==> src/rtl/alu_issue_ctrl_if.sv <==
// Instruction issue channel between decode and alu_issue_ctrl.
// master = decoder side (offers instructions), slave = issue controller.
interface alu_issue_ctrl_if #(
    parameter int OPW = 4,
    parameter int AW  = 3
);
    logic           instr_valid;
    logic           instr_ready;
    logic [OPW-1:0] instr_op;
    logic [AW-1:0]  instr_rd;
    logic [AW-1:0]  instr_rs1;
    logic [AW-1:0]  instr_rs2;

    modport master (
        output instr_valid, instr_op, instr_rd, instr_rs1, instr_rs2,
        input  instr_ready
    );

    modport slave (
        input  instr_valid, instr_op, instr_rd, instr_rs1, instr_rs2,
        output instr_ready
    );
endinterface

==> src/rtl/alu_issue_ctrl.sv <==
// Multi-cycle issue/writeback controller driving a combinational 8-bit ALU.
// Sequence per instruction: accept (IDLE) -> READ operands -> EXEC (ALU
// settles, result captured) -> WB (register file and flags updated).
// Optional debug read port enabled by defining ALU_ISSUE_DBG_EN.
module alu_issue_ctrl #(
    parameter int  WIDTH = 8,
    parameter int  NREGS = 8,
    parameter int  OPW   = 4,
    localparam int AW    = $clog2(NREGS)
) (
    input  logic             clk,
    input  logic             rst,
    alu_issue_ctrl_if.slave  instr,
    input  logic             ld_valid,
    input  logic [AW-1:0]    ld_addr,
    input  logic [WIDTH-1:0] ld_data,
    output logic [WIDTH-1:0] alu_a,
    output logic [WIDTH-1:0] alu_b,
    output logic [OPW-1:0]   alu_select,
    input  logic [WIDTH-1:0] alu_sum,
    input  logic             alu_cout,
    output logic             wb_valid,
    output logic [AW-1:0]    wb_rd,
    output logic [WIDTH-1:0] wb_data,
    output logic             flag_c,
    output logic             flag_z,
    output logic             busy
`ifdef ALU_ISSUE_DBG_EN
    ,
    input  logic [AW-1:0]    dbg_raddr,
    output logic [WIDTH-1:0] dbg_rdata
`endif
);

    typedef enum logic [1:0] {IDLE, READ, EXEC, WB} state_t;

    state_t           state_q;
    logic [OPW-1:0]   op_q;
    logic [AW-1:0]    rd_q;
    logic [AW-1:0]    rs1_q;
    logic [AW-1:0]    rs2_q;
    logic [WIDTH-1:0] alu_a_q;
    logic [WIDTH-1:0] alu_b_q;
    logic [OPW-1:0]   sel_q;
    logic [WIDTH-1:0] res_q;
    logic             car_q;
    logic             wb_valid_q;
    logic             flag_c_q;
    logic             flag_z_q;
    logic [WIDTH-1:0] regfile_q [NREGS];

    // r0 is hardwired to zero and addresses beyond NREGS do not exist.
    function automatic logic writable(input logic [AW-1:0] a);
        return (a != '0) && (int'(a) < NREGS);
    endfunction

    function automatic logic [WIDTH-1:0] rf_read(input logic [AW-1:0] a);
        return writable(a) ? regfile_q[a] : '0;
    endfunction

    // Ready only in IDLE; a preload in the same cycle takes priority.
    assign instr.instr_ready = (state_q == IDLE) && !ld_valid && !rst;

    assign alu_a      = alu_a_q;
    assign alu_b      = alu_b_q;
    assign alu_select = sel_q;
    assign wb_valid   = wb_valid_q;
    assign wb_rd      = rd_q;
    assign wb_data    = res_q;
    assign flag_c     = flag_c_q;
    assign flag_z     = flag_z_q;
    assign busy       = (state_q != IDLE);

`ifdef ALU_ISSUE_DBG_EN
    assign dbg_rdata = rf_read(dbg_raddr);
`endif

    // Issue FSM, operand/result registers, register file and flags.
    always_ff @(posedge clk) begin
        if (rst) begin
            state_q    <= IDLE;
            op_q       <= '0;
            rd_q       <= '0;
            rs1_q      <= '0;
            rs2_q      <= '0;
            alu_a_q    <= '0;
            alu_b_q    <= '0;
            sel_q      <= '0;
            res_q      <= '0;
            car_q      <= 1'b0;
            wb_valid_q <= 1'b0;
            flag_c_q   <= 1'b0;
            flag_z_q   <= 1'b0;
            for (int i = 0; i < NREGS; i++) begin
                regfile_q[i] <= '0;
            end
        end else begin
            wb_valid_q <= 1'b0;
            case (state_q)
                IDLE: begin
                    if (ld_valid) begin
                        if (writable(ld_addr)) begin
                            regfile_q[ld_addr] <= ld_data;
                        end
                    end else if (instr.instr_valid) begin
                        op_q    <= instr.instr_op;
                        rd_q    <= instr.instr_rd;
                        rs1_q   <= instr.instr_rs1;
                        rs2_q   <= instr.instr_rs2;
                        state_q <= READ;
                    end
                end
                READ: begin
                    alu_a_q <= rf_read(rs1_q);
                    alu_b_q <= rf_read(rs2_q);
                    sel_q   <= op_q;
                    state_q <= EXEC;
                end
                EXEC: begin
                    // Result is presented on wb_data during the WB cycle.
                    res_q      <= alu_sum;
                    car_q      <= alu_cout;
                    wb_valid_q <= 1'b1;
                    state_q    <= WB;
                end
                WB: begin
                    if (writable(rd_q)) begin
                        regfile_q[rd_q] <= res_q;
                    end
                    flag_c_q <= car_q;
                    flag_z_q <= (res_q == '0);
                    state_q  <= IDLE;
                end
                default: state_q <= IDLE;
            endcase
        end
    end

endmodule

==> src/flat_wrapper.sv <==
// flat-port wrapper written by rule: the top's interface ports become plain ports
module alu_issue_ctrl_flat 
#(
    parameter int  WIDTH = 8,
    parameter int  NREGS = 8,
    parameter int  OPW   = 4,
    localparam int AW    = $clog2(NREGS)
)
  (clk, rst, ld_valid, ld_addr, ld_data, alu_a, alu_b, alu_select, alu_sum, alu_cout, wb_valid, wb_rd, wb_data, flag_c, flag_z, busy, instr_instr_valid, instr_instr_op, instr_instr_rd, instr_instr_rs1, instr_instr_rs2, instr_instr_ready);
  alu_issue_ctrl_if #(.OPW(OPW), .AW(3)) instr_i ();
  input  logic clk;
  input  logic rst;
  input  logic ld_valid;
  input  logic [AW-1:0] ld_addr;
  input  logic [WIDTH-1:0] ld_data;
  output logic [WIDTH-1:0] alu_a;
  output logic [WIDTH-1:0] alu_b;
  output logic [OPW-1:0] alu_select;
  input  logic [WIDTH-1:0] alu_sum;
  input  logic alu_cout;
  output logic wb_valid;
  output logic [AW-1:0] wb_rd;
  output logic [WIDTH-1:0] wb_data;
  output logic flag_c;
  output logic flag_z;
  output logic busy;
  input wire logic [$bits(instr_i.instr_valid)-1:0] instr_instr_valid;
  input wire logic [$bits(instr_i.instr_op)-1:0] instr_instr_op;
  input wire logic [$bits(instr_i.instr_rd)-1:0] instr_instr_rd;
  input wire logic [$bits(instr_i.instr_rs1)-1:0] instr_instr_rs1;
  input wire logic [$bits(instr_i.instr_rs2)-1:0] instr_instr_rs2;
  output wire logic [$bits(instr_i.instr_ready)-1:0] instr_instr_ready;
  assign instr_i.instr_valid = instr_instr_valid;
  assign instr_i.instr_op = instr_instr_op;
  assign instr_i.instr_rd = instr_instr_rd;
  assign instr_i.instr_rs1 = instr_instr_rs1;
  assign instr_i.instr_rs2 = instr_instr_rs2;
  assign instr_instr_ready = instr_i.instr_ready;
  alu_issue_ctrl #(.WIDTH(WIDTH), .NREGS(NREGS), .OPW(OPW)) u_core (.clk(clk), .rst(rst), .instr(instr_i), .ld_valid(ld_valid), .ld_addr(ld_addr), .ld_data(ld_data), .alu_a(alu_a), .alu_b(alu_b), .alu_select(alu_select), .alu_sum(alu_sum), .alu_cout(alu_cout), .wb_valid(wb_valid), .wb_rd(wb_rd), .wb_data(wb_data), .flag_c(flag_c), .flag_z(flag_z), .busy(busy));
endmodule
==> config.mk <==
export PLATFORM = sky130hd
export DESIGN_NAME = alu_issue_ctrl_flat
export DESIGN_NICKNAME = d
export VERILOG_FILES = /design/src/rtl/alu_issue_ctrl_if.sv /design/src/rtl/alu_issue_ctrl.sv /design/src/flat_wrapper.sv
export SDC_FILE = /design/constraint.sdc
export NUM_CORES = 1
export LEC_CHECK = 0
export CORE_ASPECT_RATIO = 1.2
export CORE_MARGIN = 5
export CORE_UTILIZATION = 55
export CTS_CLUSTER_SIZE = 14
export DETAILED_ROUTE_END_ITERATION = 6
export HOLD_SLACK_MARGIN = 0.08
export PLACE_DENSITY = 0.77
export REMOVE_ABC_BUFFERS = 1
export SYNTH_ARGS = -nofsm -noshare
export SYNTH_HDL_FRONTEND = slang
export SYNTH_SLANG_ARGS = --single-unit
export TNS_END_PERCENT = 50
==> constraint.sdc <==
create_clock -name clk -period 3.7 [get_ports clk]
set_clock_uncertainty 0.1 [all_clocks]
set_input_delay 0.925 -clock clk [delete_from_list [all_inputs] [get_ports clk]]
set_output_delay 0.925 -clock clk [all_outputs]
set_load 0.05 [all_outputs]
==> flow_summary.toml <==
[timing]
setup_ws_ns = 0.623
clock.fmax_mhz = 325
layout_min_cycle_time_ns = 3.08
tns_ns = 0
slew_headroom_pct = 32.0
holdWs_ns = 0.361
hold_viol = 0
slew_viol_final = 0
period_share_pct = 83.2
setup_viol = 0
rsz0062_at_grt = "false"
worst_slew_pin_slew_ns = 1.02

[cts]
clkLatencyLatePin_ns = 0.42
ctsRootBufferMaster = "clkbuf_16"
clk_pin_slew_ns = 0.06
postCtsSetupRepairBufs = 0
cts_tree = "built"
h-tree-depth = 4
numClockSinks = 117
cts_buffers = 17
hold_buffers = 0
cts_resized = 0
cts.path.max_buffers = 2

[routing]
drc = 0
wire_per_inst_um = 19.4
avgViaCountPerCell = 5.99
antenna_left = 0
drt_wl_total_um = 13100
num_vias = 4047
drt_iter0_markers = 255
firstDrtPassIters = 7

[placed_design]
placed_cell_area_um2 = 6290
pre_cts_ws_ns = 0.447
io_buffers = 72
dp_hpwl_um = 9390
gp_congestion = 0.887

[setup_path]
end_kind = "primary output"
cp_max_fo = 4
cp-startpoint = "u_core.state_q[0]$_SDFFE_PP0P_"
cp.required_ns = 2.67
worstSetupStartpointType = "flop"
worstPathArrival_ns = 2.05
path_class = "reg2out"
r2r-start = "u_core.state_q[1]$_SDFFE_PP0P_"
r2r_cells = 5

[cells_and_area]
most-common-layout-cells = "clkdlybuf4s50_1, edfxtp_1, mux2i_1, dfxtp_1, nor3_1"
nFillCells = 674
num_antenna_cells = 0
drive_gt1_share_pct = 12.8
area_growth_pct = 26.6
nets = 582
final_cell_area_um2 = 6850
final_common_cell = "clkdlybuf4s50_1"

[yosys]
synth_top_area_share_pct = 35.5
yosysWarningCount = 0
seq_area_frac_synth_pct = 55.1
synth.area.top_cells = "edfxtp_1, dfxtp_1, mux2i_1, mux4_2, nor3_1"
syn_area_per_cell_um2 = 11.8
ys_seq_elements = 117
netlist_instances = 458
ys_types = 40
syn_area_um2 = 5410
yosysTopAreaCell = "edfxtp_1"

[job]
maxCapViolations = 0

[global_routing]
grt_max_degree = 59
grtUsageTotal_pct = 23.3
grt_pass1_vias = 4213
antenna_found_initial = 0
grt_pass1_wl_um = 21300
overflow = 0

[pwr]
ir_worst_vdd_v = 0.000428
power.leakage_nw = 2.24
powerDensity_nw_per_um2 = 598

[die]
die_h_um = 119
core-area_um2 = 9560
io_pins = 73
die-width_um = 101
die_area_um2 = 11900
floorplan.initialDensity_pct = 56.6
rows = 39

[min_path]
min_from = "u_core.op_q[3]$_SDFFE_PP0P_"
worst_hold_path_type = "reg2reg"
hold-path-cell-count = 2

[run_status]
status = "complete, no violations"
-- sequential cells by signal, summed over array words and instances, names as in the netlist, named ones only --
register           count
u_core.regfile_q      64
u_core.op_q            4
u_core.flag_z          1
u_core.alu_select      4
u_core.rs2_q           3
u_core.car_q           1
u_core.state_q         2
u_core.rs1_q           3
u_core.alu_b           8
u_core.alu_a           8
u_core.wb_valid        1
u_core.wb_data         8
u_core.flag_c          1
u_core.wb_rd           3
-- final timing paths --
kind                                          endpoint  slack [ns]
setup / recovery                                  busy        0.62
hold / removal             u_core.op_q[3]$_SDFFE_PP0P_        0.36
setup reg to reg  u_core.regfile_q[5][0]$_SDFFCE_PN0P_        0.90
hold reg to reg            u_core.op_q[3]$_SDFFE_PP0P_        0.36
-- per-layer routing --
| layer | share of wire (%) | track usage, % | vias to the layer above | wire [um] |
|---|---|---|---|---|
| met5 | 0 | 0 | - | 0 |
| met4 | 4.0 | 11.2 | 0 | 528 |
| met3 | 6.9 | 7.66 | 49 | 908 |
| met2 | 51 | 38.9 | 199 | 6640 |
| met1 | 38 | 26.8 | 1931 | 5030 |
| li1 | - | - | 1868 | - |
-- stage by stage --
step	cells	total power [mW]	util, %
5_1_grt	676	4.27	71.7
4_1_cts	676	4.11	71.7
3_5_place_dp	644	2.57	65.7
2_1_floorplan	430	2.24	-
6_report	676	4.10	71.7
3_3_place_gp	644	2.54	65.7
-- where the power goes --
part / switching, mW / total, mW / internal [mW]
combinational: 0.544 / 0.929 / 0.385
sequential: 0.126 / 1.62 / 1.50
clock: 0.569 / 1.55 / 0.980
-- logic make-up (layout without fill, tap and decap cells) --
logic type | after synthesis | in the layout | synth area share, %
AND/OR/NAND/NOR | 144 | 144 | 13.5
flip-flops | 117 | 117 | 55.1
AO/OA/AOI/OAI | 81 | 81 | 10.0
multiplexers | 71 | 71 | 16.8
buffers and inverters | 39 | 127 | 3.28
adder cells (fa/ha/maj) | 5 | 5 | 1.16
other | 1 | 8 | 0.0693
-- final cells by class --
type | instances | area, um^2 | share of cell area [%]
Clock buffer | 18 | 429 | 6.26
Timing Repair Buffer | 91 | 856 | 12.5
Sequential cell | 117 | 2980 | 43.5
Multi-Input combinational cell | 309 | 2280 | 33.2
Clock inverter | 14 | 138 | 2.01
Inverter | 4 | 15.0 | 0.219
Tap cell | 123 | 154 | 2.25
-- worst max-delay path: stages (launching register included) --
cell and delay (ns):
dfxtp_1 0.38, inv_1 0.10, ha_1 0.23, inv_1 0.11, clkdlybuf4s50_1 0.82
-- Yosys cell counts, drive strengths merged --
cell and number:
o211ai 19, a211o 1, or3 2, inv 4, edfxtp 64, a22oi 16, nand3 1, mux2i 55
o21ai 3, or2 2, o31a 2, and3b 1, nor2b 20, nor3 43, nand2 29, conb 1
ha 5, a21oi 30, nor2 20, a211oi 1, nor4 2, o21a 1, clkbuf 20, o21ba 1
nand2b 18, and2 5, buf 15, mux4 16, nand4 1, dfxtp 53, o21bai 5, a222oi 2
(Power assumes the default switching activity.)
